$ cat src/rtl/xrv_muldiv_if.sv
// Request/response bundle between the execute stage and the RV32M unit.
`timescale 1ns/1ps
interface xrv_muldiv_if #(
  parameter int XLEN = 32
);
  logic [XLEN-1:0] a;
  logic [XLEN-1:0] b;
  logic [2:0]      optype;
  logic            valid;
  logic [XLEN-1:0] result;
  logic            result_valid;
  logic            busy;

  modport master (
    output a, b, optype, valid,
    input  result, result_valid, busy
  );

  modport slave (
    input  a, b, optype, valid,
    output result, result_valid, busy
  );
endinterface

$ cat src/rtl/xrv_muldiv.sv
// RV32M multiply/divide unit: single-cycle multiplier beside a fixed-latency
// radix-2 restoring divider. One result_valid pulse per accepted operation.
`timescale 1ns/1ps
module xrv_muldiv #(
  parameter int XLEN = 32
) (
  input  logic         clk,
  input  logic         rstb,
  xrv_muldiv_if.slave  bus
);

  localparam int              CNT_W = $clog2(XLEN) + 1;
  localparam logic [CNT_W-1:0] LAST = CNT_W'(XLEN);

  typedef enum logic {S_IDLE, S_DIV} state_t;

  state_t           state;
  state_t           state_nxt;
  logic [CNT_W-1:0] cnt;

  logic busy;
  logic accept;
  logic accept_mul;
  logic accept_div;
  logic div_done;

  logic            op_signed;
  logic            a_neg;
  logic            b_neg;

  logic            vld_p0;
  logic [XLEN-1:0] mul_a_p0;
  logic [XLEN-1:0] mul_b_p0;
  logic [1:0]      mul_op_p0;

  logic [XLEN-1:0] rem_p0;
  logic [XLEN-1:0] quo_p0;
  logic [XLEN-1:0] dsr_p0;
  logic            q_neg_p0;
  logic            r_neg_p0;
  logic            dzero_p0;
  logic            is_rem_p0;
  logic [XLEN:0]   rem_sh;
  logic [XLEN:0]   rem_diff;

  logic [XLEN-1:0] mul_res;
  logic [XLEN-1:0] div_res;
  logic [XLEN-1:0] result_p1;
  logic            vld_p1;

  // Low 2*XLEN bits of the product of sign- or zero-extended operands; the
  // truncated two's-complement product equals the exact product modulo 2^64.
  function automatic logic [XLEN-1:0] mul_word(input logic [XLEN-1:0] x,
                                               input logic [XLEN-1:0] y,
                                               input logic [1:0]      op);
    logic signed [2*XLEN-1:0] xs;
    logic signed [2*XLEN-1:0] ys;
    logic signed [2*XLEN-1:0] prod;
    xs   = {{XLEN{(op != 2'd3) & x[XLEN-1]}}, x};
    ys   = {{XLEN{(op[1] == 1'b0) & y[XLEN-1]}}, y};
    prod = xs * ys;
    mul_word = (op == 2'd0) ? prod[XLEN-1:0] : prod[2*XLEN-1:XLEN];
  endfunction

  function automatic logic [XLEN-1:0] abs_val(input logic [XLEN-1:0] x,
                                              input logic            neg);
    abs_val = neg ? -x : x;
  endfunction

  // Sign restoration and RISC-V special cases. With a zero divisor the
  // restoring loop leaves |a| as remainder, so re-signing it returns a.
  // Signed overflow falls out naturally: |a|/1 = 0x80000000, remainder 0.
  function automatic logic [XLEN-1:0] div_word(input logic [XLEN-1:0] q,
                                               input logic [XLEN-1:0] r,
                                               input logic            qn,
                                               input logic            rn,
                                               input logic            dz,
                                               input logic            is_rem);
    if (is_rem)
      div_word = rn ? -r : r;
    else if (dz)
      div_word = '1;
    else
      div_word = qn ? -q : q;
  endfunction

  // busy drops in the cycle before the finishing edge so a new request can
  // be taken on the same edge that retires the division.
  assign busy       = (state == S_DIV) && (cnt != LAST);
  assign div_done   = (state == S_DIV) && (cnt == LAST);
  assign accept     = bus.valid && !busy;
  assign accept_mul = accept && !bus.optype[2];
  assign accept_div = accept &&  bus.optype[2];

  assign op_signed  = !bus.optype[0];
  assign a_neg      = op_signed && bus.a[XLEN-1];
  assign b_neg      = op_signed && bus.b[XLEN-1];

  assign rem_sh     = {rem_p0, quo_p0[XLEN-1]};
  assign rem_diff   = rem_sh - {1'b0, dsr_p0};

  assign mul_res    = mul_word(mul_a_p0, mul_b_p0, mul_op_p0);
  assign div_res    = div_word(quo_p0, rem_p0, q_neg_p0, r_neg_p0, dzero_p0, is_rem_p0);

  // Divider state register.
  always_ff @(posedge clk or negedge rstb) begin
    if (!rstb) state <= S_IDLE;
    else       state <= state_nxt;
  end

  // Divider next state: a request accepted on the finishing edge restarts it.
  always_comb begin
    state_nxt = state;
    case (state)
      S_IDLE:  if (accept_div) state_nxt = S_DIV;
      S_DIV:   if (div_done)   state_nxt = accept_div ? S_DIV : S_IDLE;
      default: state_nxt = S_IDLE;
    endcase
  end

  // ---- stage p0: multiplier operand capture ----
  // Multiplier request valid.
  always_ff @(posedge clk or negedge rstb) begin
    if (!rstb) vld_p0 <= 1'b0;
    else       vld_p0 <= accept_mul;
  end

  // Multiplier operands, only loaded on acceptance.
  always_ff @(posedge clk) begin
    if (accept_mul) begin
      mul_a_p0  <= bus.a;
      mul_b_p0  <= bus.b;
      mul_op_p0 <= bus.optype[1:0];
    end
  end

  // Divider: load magnitudes on accept, then one shift-subtract step per edge.
  always_ff @(posedge clk or negedge rstb) begin
    if (!rstb) begin
      cnt       <= '0;
      rem_p0    <= '0;
      quo_p0    <= '0;
      dsr_p0    <= '0;
      q_neg_p0  <= 1'b0;
      r_neg_p0  <= 1'b0;
      dzero_p0  <= 1'b0;
      is_rem_p0 <= 1'b0;
    end else if (accept_div) begin
      cnt       <= '0;
      rem_p0    <= '0;
      quo_p0    <= abs_val(bus.a, a_neg);
      dsr_p0    <= abs_val(bus.b, b_neg);
      q_neg_p0  <= a_neg ^ b_neg;
      r_neg_p0  <= a_neg;
      dzero_p0  <= (bus.b == '0);
      is_rem_p0 <= bus.optype[1];
    end else if (busy) begin
      cnt    <= cnt + 1'b1;
      rem_p0 <= rem_diff[XLEN] ? rem_sh[XLEN-1:0] : rem_diff[XLEN-1:0];
      quo_p0 <= {quo_p0[XLEN-2:0], !rem_diff[XLEN]};
    end
  end

  // ---- stage p1: result register ----
  // Both paths can never finish on the same edge since multiplies are
  // refused while busy.
  always_ff @(posedge clk or negedge rstb) begin
    if (!rstb) begin
      result_p1 <= '0;
      vld_p1    <= 1'b0;
    end else begin
      vld_p1 <= div_done || vld_p0;
      if (div_done)    result_p1 <= div_res;
      else if (vld_p0) result_p1 <= mul_res;
    end
  end

  assign bus.result       = result_p1;
  assign bus.result_valid = vld_p1;
  assign bus.busy         = busy;

endmodule

$ cat src/flat_wrapper.sv
// flat-port wrapper written by rule: the top's interface ports become plain ports
module xrv_muldiv_flat 
#(
  parameter int XLEN = 32
)
  (clk, rstb, bus_a, bus_b, bus_optype, bus_valid, bus_result, bus_result_valid, bus_busy);
  xrv_muldiv_if #(.XLEN(XLEN)) bus_i ();
  input  logic clk;
  input  logic rstb;
  input wire logic [$bits(bus_i.a)-1:0] bus_a;
  input wire logic [$bits(bus_i.b)-1:0] bus_b;
  input wire logic [$bits(bus_i.optype)-1:0] bus_optype;
  input wire logic [$bits(bus_i.valid)-1:0] bus_valid;
  output wire logic [$bits(bus_i.result)-1:0] bus_result;
  output wire logic [$bits(bus_i.result_valid)-1:0] bus_result_valid;
  output wire logic [$bits(bus_i.busy)-1:0] bus_busy;
  assign bus_i.a = bus_a;
  assign bus_i.b = bus_b;
  assign bus_i.optype = bus_optype;
  assign bus_i.valid = bus_valid;
  assign bus_result = bus_i.result;
  assign bus_result_valid = bus_i.result_valid;
  assign bus_busy = bus_i.busy;
  xrv_muldiv #(.XLEN(XLEN)) u_core (.clk(clk), .rstb(rstb), .bus(bus_i));
endmodule
$ cat config.mk
export PLATFORM = sky130hd
export DESIGN_NAME = xrv_muldiv_flat
export DESIGN_NICKNAME = d
export VERILOG_FILES = /design/src/rtl/xrv_muldiv_if.sv /design/src/rtl/xrv_muldiv.sv /design/src/flat_wrapper.sv
export SDC_FILE = /design/constraint.sdc
export NUM_CORES = 2
export LEC_CHECK = 0
export ABC_AREA = 1
export CAP_MARGIN = 20
export CORE_ASPECT_RATIO = 0.8
export CORE_MARGIN = 10
export CORE_UTILIZATION = 50
export DETAILED_ROUTE_END_ITERATION = 8
export PLACE_DENSITY = 0.68
export SYNTH_ARGS = -nofsm -noshare
export SYNTH_HDL_FRONTEND = slang
export SYNTH_SLANG_ARGS = --single-unit
$ cat constraint.sdc
create_clock -name clk -period 8.75 [get_ports clk]
set_input_delay 1.75 -clock clk [delete_from_list [all_inputs] [get_ports clk]]
set_output_delay 1.75 -clock clk [all_outputs]
set_load 0.005 [all_outputs]
==> results.tsv <==
stage	metric	value	unit
placed_design	dp.cells	8295	
min_path	hold_start	u_core.bus.result[14]	
cts	htree_levels	1	
floorplan	start_util	50.3	%
synth	syn-cell-area	0.0535	mm^2
timing	max_freq	0.117	GHz
min_path	hp-class	reg -> reg	
timing	setup_viol	0	
timing	final.period_utilization	97.6	%
global_routing	grt_pass1_vias	46500	
drt	drt_iter0_markers	4355	
final_layout	final_cells	8356	
worst_setup_path	reg2reg_to	u_core.bus.result[9]	
synth	synth_xor_area_share	1.44	%
timing	finalWorstSetupSlack	0.214	ns
worst_setup_path	path_delay_family	adder cells	
floorplan	rows	107	
worst_setup_path	critical_path.cell_chain	buf_4, nand2_1, fa_1, inv_1, fa_1, fa_1, fa_1, fa_1, fa_1, fa_1, inv_1, fa_1, inv_1, ha_1, a21o_1, a21oi_1, o21ai_0, buf_4, nor2_1, nand3_1, o21ai_0, nand3_1, nand3_1, nand2_1	
worst_setup_path	rrSetupSlack	0.21	ns
timing	rsz0062_at_grt	no	
worst_setup_path	crit_slowest_cell	edfxtp_1	
cts	cts_tree	done	
synth	async_flop_share	68.1	%
worst_setup_path	max_stage_delay	1.02	ns
drt	route.detailed.drc	0	
cts	cts_buffers	27	
worst_setup_path	reg2regPathDepth	24	
placed_design	gp_congestion	1.01	
timing	slew_headroom	23.8	%
worst_setup_path	arrival	9.01	ns
synth	ys_seq_elements	207	
placed_design	port_buffers	103	
global_routing	grt_pass1_wl	287000	um
synth	ys.flop_type	dfrtp_1	
timing	timing.hold.ws	0.486	ns
drt	vias_per_cell	5.43	
synth	synthCells	6926	
synth	synthTopCellsByArea	fa_1, nand2_1, inv_1	
worst_setup_path	path_max_fanout	14	
global_routing	grt_max_degree	83	
worst_setup_path	critPathCaptureType	flip-flop	
synth	synth-adder-area-share	47.9	%
final_layout	filler_cell_count	10200	
worst_setup_path	cp_data_required_time	9.22	ns
global_routing	grt_usage	31.0	%
drt	totalWireLength	185000	um
synth	synth_top_family_by_area	adder cells	
floorplan	dieHeight	313	um
global_routing	globalRoute.totalOverflow	0	
global_routing	antenna_found_initial	3	
timing	min_period	8.54	ns
run_status	outcome	completed	
cts	clk_pin_slew	0.07	ns
timing	tns	0	ns
worst_setup_path	cpMostUsedCell	fa_1	
worst_setup_path	critPathBufInv	5	
synth	yosysTopAreaCell	fa_1	
min_path	whs_endpoint	u_core.bus.result[14]	
floorplan	io_pins	104	
synth	synthSimpleGateAreaFrac	19.4	%
timing	slew_violations	0	
synth	syn-num-nets	8372	
timing	fin_skew	0.0244	ns
synth	seq_area_frac_synth	10.3	%
floorplan	die_width	386	um
drt	firstDrtPassIters	6	
synth	yosys_warnings	0	
drt	drt-wirelength-per-cell	22.1	um
cts	hold_buffers	0	
cts	insertion_delay	0.58	ns
synth	ys_types	59	
synth	synth-edff-count	66	
min_path	worstHoldPathCells	2	
synth	synth_compound_area_share	6.11	%
timing	tightestPinTransition	1.14	ns
synth	syn_avg_cell_area	7.73	um^2
placed_design	pre_cts_ws	0.238	ns
synth	yosysTopAreaCellShare	42.1	%
final_layout	drive_gt1_share	4.63	%
floorplan	die-area	0.121	mm^2
cts	cts_buffer_depth	3	
synth	synthMuxAreaShare	0	%
drt	ant_nets	0	
placed_design	dpl.hpwl	158000	um
worst_setup_path	start_kind	flip-flop	
floorplan	coreArea	0.106	mm^2
drt	routed-via-count	45300	
cts	clock_sinks	207	
cts	cts_root_buf	clkbuf_16	
worst_setup_path	critPathKind	reg -> reg	
final_layout	syn2layout_area_growth	7.39	%
run	maxCapViolCount	0	
timing	hold_viol	0	
final_layout	final_net_count	8363	
worst_setup_path	r2r_start	u_core.mul_a_p0[13]	
==> synth_stat cells, types with 3 or more instances <==
cell	instances
nor4_2	3
o221ai_1	5
a21oi_1	210
inv_2	21
o21ai_0	256
dfrtp_1	141
nor2_1	328
buf_1	6
a21boi_0	8
buf_6	3
nand3_1	259
xnor2_1	39
ha_1	250
nor2_2	12
nand3_2	7
a21o_1	12
nand2_2	10
nor3_1	35
nor3_2	10
clkinv_1	8
inv_1	1752
o211ai_1	6
nand3b_1	10
o21bai_1	26
or2_2	15
buf_4	6
xor2_1	49
nand4_1	32
nand2_1	1818
o21ai_1	28
fa_1	1126
buf_2	15
and3_1	3
clkbuf_1	288
a31oi_1	18
edfxtp_1	66
o22ai_1	3
o31ai_1	5
nor4_1	10
==> how the worst max path moves through the flow <==
stage	start	to	slack [ns]	cells after the start
after CTS	u_core.mul_a_p0[31]	u_core.bus.result[19]	0.20	29
after global placement	u_core.mul_a_p0[31]	u_core.bus.result[19]	0.22	29
after global routing	u_core.mul_a_p0[20]	u_core.bus.result[15]	0.02	31
after floorplan	u_core.mul_op_p0[0]	u_core.bus.result[31]	1.12	30
final	u_core.mul_a_p0[13]	u_core.bus.result[9]	0.21	24
after detailed placement	u_core.mul_a_p0[31]	u_core.bus.result[19]	0.24	29
==> layer usage <==
layer / vias to the layer above / track usage (%) / share of wire (%) / wire length, um
met5: - / 0 / 0.0070 / 13
met4: 2 / 8.44 / 3.2 / 5890
li1: 20200 / - / - / -
met2: 2127 / 45.6 / 42 / 78600
met3: 229 / 6.25 / 10 / 19200
met1: 22800 / 46.2 / 44 / 81200
==> timing repair <==
item / 4_1_cts / 5_1_grt
setup buffers: 0 / 10
endpoints found under the setup margin: 0 / 6
gates resized for setup: 0 / 4
endpoints found under the hold margin: 0 / 0
==> through the flow <==
step	util, %	cell area (um^2)
global route	54.0	57500
global placement	53.1	56500
floorplan	-	53500
detailed placement	53.1	56500
CTS	53.9	57400
finish	54.0	57500
==> layout by cell type, fill, tap and decap left out, types with 4 or more instances in the layout <==
| cell | netlist | final |
|---|---|---|
| nand2_1 | 1818 | 1818 |
| inv_1 | 1752 | 1750 |
| fa_1 | 1126 | 1125 |
| nor2_1 | 328 | 326 |
| nand3_1 | 259 | 259 |
| o21ai_0 | 256 | 255 |
| ha_1 | 250 | 250 |
| a21oi_1 | 210 | 210 |
| buf_4 | 6 | 163 |
| dfrtp_1 | 141 | 141 |
| clkdlybuf4s50_1 | 0 | 102 |
| edfxtp_1 | 66 | 66 |
| xor2_1 | 49 | 49 |
| xnor2_1 | 39 | 39 |
| nor3_1 | 35 | 35 |
| nand4_1 | 32 | 32 |
| o21ai_1 | 28 | 29 |
| clkbuf_16 | 0 | 27 |
| o21bai_1 | 26 | 26 |
| inv_2 | 21 | 21 |
| a31oi_1 | 18 | 18 |
| or2_2 | 15 | 15 |
| buf_12 | 0 | 15 |
| nor2_2 | 12 | 13 |
| a21o_1 | 12 | 12 |
| nand2_2 | 10 | 10 |
| clkinv_1 | 8 | 10 |
| nor4_1 | 10 | 10 |
| nor3_2 | 10 | 10 |
| nand3b_1 | 10 | 10 |
| a21boi_0 | 8 | 8 |
| nand3_2 | 7 | 7 |
| o211ai_1 | 6 | 6 |
| clkinv_2 | 0 | 6 |
| clkinvlp_4 | 0 | 5 |
| o31ai_1 | 5 | 5 |
| o221ai_1 | 5 | 5 |
| clkinv_4 | 0 | 4 |
==> kinds of logic after synthesis <==
kind of cell	Yosys count
compound gates	597
xor+xnor	88
fa+ha+maj	1376
buf+inv	2100
flops	207
simple gates	2558
==> layout make-up <==
cell class	instances	area (um^2)	area share [%]
flip-flops and latches	207	5510	9.58
well taps	1417	1770	3.08
diodes	2	5.00	0.00870
inverters	1781	6690	11.6
repair buffers	281	2560	4.45
clock inverters	18	143	0.248
clock buffers	31	721	1.25
multi-input cells	4619	40100	69.7
==> worst min-delay path, cell delays in order, from the launching register on <==
cell and delay (ns):
dfrtp_1 0.35, nand2_1 0.05, nand2_1 0.05
==> sequential cells by signal, summed over array words and instances (netlist names) <==
signal	cells
u_core.mul_a_p0	32
u_core.dzero_p0	1
u_core.cnt	6
u_core.bus.result_valid	1
u_core.state	1
u_core.rem_p0	32
u_core.dsr_p0	32
u_core.vld_p0	1
u_core.is_rem_p0	1
u_core.quo_p0	32
u_core.bus.result	32
u_core.mul_b_p0	32
u_core.q_neg_p0	1
u_core.mul_op_p0	2
u_core.r_neg_p0	1
Power is left out: the tool's default activity adds up to more than one toggle a clock period on the data nets, which glitch-free logic cannot reach.
